--- config.mk ---
export PLATFORM = sky130hd
export DESIGN_NAME = alu_issue_seq
export DESIGN_NICKNAME = d
export VERILOG_FILES = /design/src/rtl/alu_pkg.sv /design/src/rtl/alu_cmd_fifo.sv /design/src/rtl/alu_issue_seq.sv
export SDC_FILE = /design/constraint.sdc
export NUM_CORES = 1
export LEC_CHECK = 0
export CAP_MARGIN = 10
export CORE_AREA = 2 2 136 172
export DETAILED_ROUTE_END_ITERATION = 8
export DIE_AREA = 0 0 138 174
export PLACE_DENSITY = 0.52
export SETUP_SLACK_MARGIN = 0.1
export SLEW_MARGIN = 20
export SYNTH_ARGS = -nofsm -noshare
export SYNTH_HDL_FRONTEND = slang
export SYNTH_SLANG_ARGS = --single-unit
--- constraint.sdc ---
create_clock -name clk -period 2.6 [get_ports clk]
set_input_delay 0.39 -clock clk [delete_from_list [all_inputs] [get_ports clk]]
set_output_delay 0.39 -clock clk [all_outputs]
set_load 0.1 [all_outputs]
--- src/rtl/alu_pkg.sv ---
// Shared definitions for the ALU issue sequencer: opcodes, FSM states, command layout.
package alu_pkg;

    localparam logic [2:0] OP_ADD  = 3'b000;
    localparam logic [2:0] OP_SUB  = 3'b001;
    localparam logic [2:0] OP_AND  = 3'b010;
    localparam logic [2:0] OP_OR   = 3'b011;
    localparam logic [2:0] OP_XOR  = 3'b100;
    localparam logic [2:0] OP_GT   = 3'b101;
    localparam logic [2:0] OP_SHLA = 3'b110;
    localparam logic [2:0] OP_SHLB = 3'b111;

    typedef enum logic [1:0] {
        IDLE  = 2'd0,
        ISSUE = 2'd1,
        RESP  = 2'd2
    } fsm_state_t;

    // Commands are packed as {opcode, rd, rs1, rs2}; this gives the packed width.
    function automatic int cmd_width(input int aw);
        return 3 + 3 * aw;
    endfunction

endpackage

--- src/rtl/alu_cmd_fifo.sv ---
// Command FIFO: pointer-based, one extra pointer bit separates full from empty.
module alu_cmd_fifo #(
    parameter int WIDTH = 9,
    parameter int DEPTH = 4
) (
    input  logic             clk,
    input  logic             rst,
    input  logic             push,
    input  logic             pop,
    input  logic [WIDTH-1:0] din,
    output logic [WIDTH-1:0] dout,
    output logic             full,
    output logic             empty
);
    localparam int PW = $clog2(DEPTH);
    localparam logic [PW:0] PTR_ONE = (PW + 1)'(1);

    logic [WIDTH-1:0] mem [DEPTH];
    logic [PW:0]      wr_ptr_reg;
    logic [PW:0]      rd_ptr_reg;
    logic             push_ok;
    logic             pop_ok;

    // A push while full is only legal when a pop frees the slot in the same cycle.
    assign pop_ok  = pop && !empty;
    assign push_ok = push && (!full || pop_ok);

    assign empty = (wr_ptr_reg == rd_ptr_reg);
    assign full  = (wr_ptr_reg[PW] != rd_ptr_reg[PW]) &&
                   (wr_ptr_reg[PW-1:0] == rd_ptr_reg[PW-1:0]);
    assign dout  = mem[rd_ptr_reg[PW-1:0]];

    // Pointer update; both may advance in the same cycle.
    always_ff @(posedge clk) begin
        if (rst) begin
            wr_ptr_reg <= '0;
            rd_ptr_reg <= '0;
        end else begin
            if (push_ok) wr_ptr_reg <= wr_ptr_reg + PTR_ONE;
            if (pop_ok)  rd_ptr_reg <= rd_ptr_reg + PTR_ONE;
        end
    end

    // Storage write; contents need no reset since empty gates every read.
    always_ff @(posedge clk) begin
        if (push_ok) mem[wr_ptr_reg[PW-1:0]] <= din;
    end

endmodule

--- src/rtl/alu_issue_seq.sv ---
// Issue sequencer around the 8-bit ALU: command FIFO, register file, FSM, sticky carry.
module alu_issue_seq #(
    parameter int DATA_W     = 8,
    parameter int NREG       = 4,
    parameter int FIFO_DEPTH = 4
) (
    input  logic                    clk,
    input  logic                    rst,
    input  logic                    cmd_valid,
    output logic                    cmd_ready,
    input  logic [2:0]              cmd_opcode,
    input  logic [$clog2(NREG)-1:0] cmd_rd,
    input  logic [$clog2(NREG)-1:0] cmd_rs1,
    input  logic [$clog2(NREG)-1:0] cmd_rs2,
    input  logic                    ld_en,
    input  logic [$clog2(NREG)-1:0] ld_addr,
    input  logic [DATA_W-1:0]       ld_data,
    input  logic                    flag_clr,
    output logic [DATA_W-1:0]       alu_a,
    output logic [DATA_W-1:0]       alu_b,
    output logic [2:0]              alu_opcode,
    input  logic [DATA_W-1:0]       alu_out,
    input  logic                    alu_cout,
    input  logic                    alu_z,
    output logic                    res_valid,
    input  logic                    res_ready,
    output logic [DATA_W-1:0]       res_data,
    output logic                    res_cout,
    output logic                    res_z,
    output logic                    c_flag,
    output logic                    busy
);
    import alu_pkg::*;

    localparam int AW    = $clog2(NREG);
    localparam int CMD_W = cmd_width(AW);

    fsm_state_t        state_reg;
    fsm_state_t        state_next;
    logic [CMD_W-1:0]  fifo_din;
    logic [CMD_W-1:0]  fifo_dout;
    logic              fifo_full;
    logic              fifo_empty;
    logic              fifo_push;
    logic              fifo_pop;
    logic [2:0]        head_op;
    logic [AW-1:0]     head_rd;
    logic [AW-1:0]     head_rs1;
    logic [AW-1:0]     head_rs2;
    logic [2:0]        op_reg;
    logic [AW-1:0]     rd_reg;
    logic [DATA_W-1:0] a_reg;
    logic [DATA_W-1:0] b_reg;
    logic [DATA_W-1:0] res_data_reg;
    logic              res_cout_reg;
    logic              res_z_reg;
    logic              c_flag_reg;
    logic [DATA_W-1:0] rf_q [NREG];
    logic [DATA_W-1:0] rs1_val;
    logic [DATA_W-1:0] rs2_val;
    logic              wb_en;

    assign fifo_din  = {cmd_opcode, cmd_rd, cmd_rs1, cmd_rs2};
    assign {head_op, head_rd, head_rs1, head_rs2} = fifo_dout;
    assign fifo_pop  = (state_reg == IDLE) && !fifo_empty;
    assign cmd_ready = !fifo_full || fifo_pop;
    assign fifo_push = cmd_valid && cmd_ready;
    assign wb_en     = (state_reg == ISSUE);

    alu_cmd_fifo #(
        .WIDTH (CMD_W),
        .DEPTH (FIFO_DEPTH)
    ) u_fifo (
        .clk   (clk),
        .rst   (rst),
        .push  (fifo_push),
        .pop   (fifo_pop),
        .din   (fifo_din),
        .dout  (fifo_dout),
        .full  (fifo_full),
        .empty (fifo_empty)
    );

    genvar gi;
    generate
        for (gi = 0; gi < NREG; gi++) begin : g_rf
            logic [DATA_W-1:0] entry_reg;
            // Register entry: ALU writeback beats a host load to the same entry.
            always_ff @(posedge clk) begin
                if (rst) begin
                    entry_reg <= '0;
                end else if (wb_en && (rd_reg == AW'(gi))) begin
                    entry_reg <= alu_out;
                end else if (ld_en && (ld_addr == AW'(gi))) begin
                    entry_reg <= ld_data;
                end
            end
            assign rf_q[gi] = entry_reg;
        end
    endgenerate

    // Operand read; a host load landing on the pop edge is forwarded so it is not missed.
    always_comb begin
        rs1_val = rf_q[head_rs1];
        rs2_val = rf_q[head_rs2];
        if (ld_en && (ld_addr == head_rs1)) rs1_val = ld_data;
        if (ld_en && (ld_addr == head_rs2)) rs2_val = ld_data;
    end

    // FSM state register.
    always_ff @(posedge clk) begin
        if (rst) state_reg <= IDLE;
        else     state_reg <= state_next;
    end

    // Next state: pop -> issue one cycle -> hold result until accepted.
    always_comb begin
        state_next = state_reg;
        case (state_reg)
            IDLE:    if (!fifo_empty) state_next = ISSUE;
            ISSUE:   state_next = RESP;
            RESP:    if (res_ready) state_next = IDLE;
            default: state_next = IDLE;
        endcase
    end

    // Command latch at pop, result capture and sticky carry at the issue edge.
    always_ff @(posedge clk) begin
        if (rst) begin
            op_reg       <= '0;
            rd_reg       <= '0;
            a_reg        <= '0;
            b_reg        <= '0;
            res_data_reg <= '0;
            res_cout_reg <= 1'b0;
            res_z_reg    <= 1'b0;
            c_flag_reg   <= 1'b0;
        end else begin
            if (fifo_pop) begin
                op_reg <= head_op;
                rd_reg <= head_rd;
                a_reg  <= rs1_val;
                b_reg  <= rs2_val;
            end
            if (state_reg == ISSUE) begin
                res_data_reg <= alu_out;
                res_cout_reg <= alu_cout;
                res_z_reg    <= alu_z;
                if (alu_cout)      c_flag_reg <= 1'b1;
                else if (flag_clr) c_flag_reg <= 1'b0;
            end
        end
    end

    assign alu_a      = (state_reg == ISSUE) ? a_reg  : '0;
    assign alu_b      = (state_reg == ISSUE) ? b_reg  : '0;
    assign alu_opcode = (state_reg == ISSUE) ? op_reg : 3'b000;
    assign res_valid  = (state_reg == RESP);
    assign res_data   = res_data_reg;
    assign res_cout   = res_cout_reg;
    assign res_z      = res_z_reg;
    assign c_flag     = c_flag_reg;
    assign busy       = (state_reg != IDLE) || !fifo_empty;

endmodule

# Yosys cells after proc, flatten, opt, wreduce, memory -nomap -nowiden
# Memory sizes are Yosys's and may differ from the RTL's. A register that Yosys moved wholly into a read port is not among the register bits.
# Cells that the tools add are included.
[totals] out_inout_bits=33 ramBits=36 regBits=72 wordCells=96 mem_count=1
[memory_table] name="u_fifo.mem" depth=4 word_bits=9 read_ports=1 rd_clocked_by_memory_dff=1 write_ports=1 line_no="alu_cmd_fifo.sv:18" rtl="logic [WIDTH-1:0] mem [DEPTH];"
[op_classes] reduce_logical=31 mux=28 eq_ne=15 magnitude_cmp=2 addsub=2 bitwise=2
[op_table] op="$mux W8" count=16
[op_table] op="$bmux W8 S2" count=2
[op_table] op="$logic_and A1 B1 Y1" count=15
[op_table] op="$reduce_bool A2 Y1" count=6
[op_table] op="$eq A2 B2 Y1 const B" count=5
[op_table] op="$mux W2" count=4
[op_table] op="$add A3 B1 Y3 const B" count=2
[op_table] op="$eq A2 B1 Y1 const B" count=3
[op_table] op="$eq A2 B2 Y1" count=3
[op_table] op="$ge A3 B3 Y1 const B" count=2
[op_table] op="$logic_not A2 Y1" count=3
[op_table] op="$not A2 Y3" count=2
[op_table] op="$pmux W2 S3" count=1
[op_table] op="$mux W1" count=4
[op_table] op="$reduce_and A2 Y1" count=2
[op_table] op="$eq A3 B3 Y1" count=1
[op_table] op="$logic_or A1 B1 Y1" count=3
[op_table] op="$mux W3" count=1
[op_table] op="$logic_not A1 Y1" count=2
[op_table] op="$ne A2 B1 Y1 const B" count=1
[op_table] op="$ne A2 B2 Y1 const B" count=1
[op_table] op="$ne A1 B1 Y1" count=1

# Logic depth before layout (Yosys ltp)
[logic_depth] depth_word=8 mapped_depth=7 ltp_nobuf=4

# Modules after synthesis
# A second synthesis with hierarchy kept.
[hier_totals] cells_unflattened=476 area_unflattened_um2=5484.0
[modules_own_cells] mod="alu_issue_seq" area_each_um2=3642.2 seq_area_each_um2=1321.3 n_inst=1 cells_per_inst=374
[modules_own_cells] mod="alu_cmd_fifo" area_each_um2=1841.8 seq_area_each_um2=1241.2 n_inst=1 cells_per_inst=102

# Worst setup path before layout
# OpenSTA, ideal clock, no wires.
[synth_timing] path_kind="flip-flop to output port" start="register u_fifo.wr_ptr_reg[0]" end="output busy" setup_slack_ns=0.403 n_path_buf=1 arrival_time_ns=1.807 path_stages_with_launch=4 t_required_ns=2.210 path_cell_list="dfxtp_1 > xnor2_1 > clkbuf_1 > nand4_1"
[synth_via] elab_chain_len=3
[synth_rtl] item="start: declaration" line_no="alu_cmd_fifo.sv:19" rtl="logic [PW:0] wr_ptr_reg;"
[synth_rtl] item="start signal: assignment" line_no="alu_cmd_fifo.sv:39" rtl="if (push_ok) wr_ptr_reg <= wr_ptr_reg + PTR_ONE;"
[synth_rtl] item="$eq A3 B3 Y1" line_no="alu_cmd_fifo.sv:28" rtl="assign empty = (wr_ptr_reg == rd_ptr_reg);"
[synth_rtl] item="$logic_not A1 Y1" line_no="alu_issue_seq.sv:163" rtl="assign busy = (state_reg != IDLE) || !fifo_empty;"
[synth_rtl] item="$logic_or A1 B1 Y1" line_no="alu_issue_seq.sv:163"
[synth_rtl] item="end: declaration" line_no="alu_issue_seq.sv:31" rtl="output logic busy"
# No other way between the ends.

==> run summary <==
Die area -> 24000 um^2
CP Capture Type -> flop
Dpl hpwl -> 11400 um
Multi-input gate area -> 2790 um^2
Filler Cell Count -> 2302
Gate count of the mapped netlist -> 503
CP max stage delay -> 630 ps
Peak supply drop -> 0.388 mV
Pwr dens -> 846 nW/um^2
GPL Wtd Cong -> 0.849
Comb pwr share -> 38.6%
Highest clock rate -> 0.448 GHz
Die Span X -> 138 um
Slew headroom -> 44.0%
RSZ-0062 raised after global routing -> no
H-tree depth -> 3
TritonCTS clock tree -> built
Clk root buf -> clkbuf_16
Maximum number of pins on one net before global-route repair -> 37
Met1 GRT Util -> 13.7%
# diodes -> 0
Hold-fix buffers at CTS -> 0
Initial Util -> 24.5%
First-pass GRT wire length -> 23400 um
Routed len/inst -> 17.7 um
Number of library cell types mapped by synthesis -> 41
Clock slew at reported path FFs -> 80 ps
Crit-path cells -> mux4_2 -> xnor2_2 -> a311o_2 -> o211ai_1
Total number of vias -> 4095
Clk_skew -> 13.0 ps
Syn_nets -> 543
Finish-stage setup viols -> 0
Synth warnings -> 0
Worst-Skew Late Latency -> 360 ps
Initial antenna violation count -> 0
Row count -> 62
Hold Vio Cnt, Final -> 0
Layout Area Growth over Synthesis -> 26.1%
Router iterations before antenna repair -> 4
Crit path DAT -> 2520 ps
Routed WL -> 15100 um
DR iter-0 viols -> 129
Seq/Total Area, Yosys -> 46.4%
Remaining DRCs -> 0
#FFs+latches synth -> 110
Period utilisation layout -> 85.9%
Die Y-Extent -> 174 um
Largest area contributor in the synthesized netlist -> dfxtp_1
GRT met3 Usage -> 1.82%
CP Class -> reg -> reg
Seq pwr share -> 38.1%
LEAKAGE -> 0.00254 uW
Synthesized area per cell -> 11.0 um^2
Nets -> 599
Core area -> 22500 um^2
Port Buffers -> 67
GR Util met2 -> 23.0%
Switch share -> 40.3%
Layout cell share with drive strength beyond 1 -> 19.0%
Crit path launch type -> flop
Fin util -> 30.9%
Share of the synthesized area in the top cell type -> 26.8%
Post-Syn Area -> 5520 um^2
Outcome -> finished, final reports clean
Max reg flops -> 36
Clock sinks -> 110
ANT nets after route -> 0
Vias in the first global route -> 4244
I/O pin total -> 68
Setup TNS -> 0 ps
Int Power -> 3510 uW
Total GRT Usage -> 12.6%
Clk pwr share -> 23.3%
CTS buffer count -> 9
Fin crit period -> 2230 ps
Synth area leaders -> dfxtp_1 (27%), edfxtp_1 (20%), mux2i_1 (12%)
Worst-margin pin slew -> 837 ps
Net Sw Power -> 2370 uW
Max_cap viols -> 0
Hold Path Class -> reg -> reg
Max Slew Vio Count -> 0
Busiest grt layer -> met2
Gr ovfl total -> 0
Clk buf depth -> 2
Critical Path RT -> 2890 ps
Slowest cell on the critical path -> dfxtp_1
CP Max Fanout -> 9
Storage cell area -> 2560 um^2
Vias per cell -> 4.81
## path summary, 6_finish.rpt
check | end | start | depth (start not counted) | slack [ps]
worst max-delay path | a_reg[3] | flop | 4 | 370
worst min-delay path | res_data[4] | res_data[4] | 2 | 460
worst max register to register | a_reg[3] | flop | 4 | 370
worst min register to register | res_data[4] | res_data[4] | 2 | 460
## metal layers
| metal | share of wire, % | up-vias |
|---|---|---|
| met5 | 0 | - |
| met4 | 4.1 | 0 |
| met3 | 2.7 | 31 |
| met2 | 53 | 87 |
| met1 | 40 | 1993 |
| li1 | - | 1984 |
## metrics by stage
step,total power [uW],hold WS [ps],cell area [um^2],cells,setup slack (ps)
after floorplan,3930,432,5520,503,403
after global placement,4500,443,6650,836,420
after detailed placement,4560,447,6650,836,335
after CTS,5930,457,6950,852,170
after global routing,6180,468,6960,852,187
final,5890,456,6960,852,366
## final cells by class
cell class                 instances  share of cell area (%)
inverter                           4                   0.216
multi-input combinational        351                    40.0
sequential                       110                    36.8
clock buffer                      10                    3.29
clock inverter                     6                   0.953
tap                              288                    5.18
timing repair buffer              83                    13.5
## cell usage in the layout, fill, tap and decap left out, types with 2 or more instances in the layout
| cell | Yosys | routed |
|---|---|---|
| dfxtp_1 | 74 | 74 |
| mux2i_1 | 68 | 68 |
| nand2_1 | 38 | 38 |
| nor2_1 | 37 | 37 |
| edfxtp_1 | 36 | 36 |
| clkdlybuf4s50_1 | 0 | 33 |
| a211oi_1 | 32 | 32 |
| buf_4 | 4 | 30 |
| and2_1 | 22 | 22 |
| a21oi_1 | 22 | 22 |
| nand3b_1 | 20 | 20 |
| buf_12 | 1 | 19 |
| nand4_1 | 18 | 18 |
| mux2_2 | 18 | 18 |
| nand2b_1 | 10 | 10 |
| clkbuf_16 | 0 | 9 |
| a311oi_1 | 8 | 8 |
| o211ai_1 | 8 | 8 |
| o211ai_2 | 8 | 8 |
| xnor2_2 | 3 | 5 |
| mux4_2 | 5 | 5 |
| ha_1 | 5 | 5 |
| inv_1 | 4 | 4 |
| mux4_1 | 4 | 4 |
| xor2_1 | 3 | 3 |
| or3_1 | 3 | 3 |
| inv_8 | 0 | 3 |
| xnor2_1 | 4 | 2 |
| nand3_1 | 2 | 2 |
| o21ai_0 | 2 | 2 |
## synth_stat cells, drive strengths merged
master  number
or3          3
xor2         3
nand3b      20
o41ai        1
a31oi        1
nand4       18
buf          9
nand3        2
dfxtp       74
a211oi      32
o41a         1
nand2       38
clkbuf      29
mux2        18
or2          1
nor2        37
xnor2        8
a311oi       8
nor2b        2
o21ai        2
mux4         9
inv          4
nor3b        1
and2        22
nand2b      10
o211ai      16
mux2i       68
edfxtp      36
a311o        2
a21oi       22
o31ai        1
ha           5
## critical path: cells and delay by family, from the launching register on
family / cells / cell delay (ps)
flops: 1 / 630
mux: 1 / 600
compound gates: 2 / 700
xor+xnor: 1 / 220
## power groups by stage
stage	logic, uW	registers (uW)	clock network, uW
4_1_cts	2280	2240	1400
6_report	2270	2240	1370
3_3_place_gp	2230	2270	0
3_5_place_dp	2270	2280	0
5_1_grt	2440	2270	1460
2_1_floorplan	1530	2400	0
## cells by family (layout without fill, tap and decap cells)
kind of cell / Yosys count / count (layout) / synth area share [%]
buf+inv: 42 / 103 / 3.58
simple gates: 154 / 154 / 14.5
flops: 110 / 110 / 46.4
fa+ha+maj: 5 / 5 / 1.13
compound gates: 86 / 86 / 12.0
xor+xnor: 11 / 11 / 2.49
mux: 95 / 95 / 19.9
## what timing repair did
item | CTS | global route
gates resized for setup | 0 | 2
setup endpoints to repair | 0 | 2
buffers inserted | 0 | 0
Power figures use the tool's default switching activity.
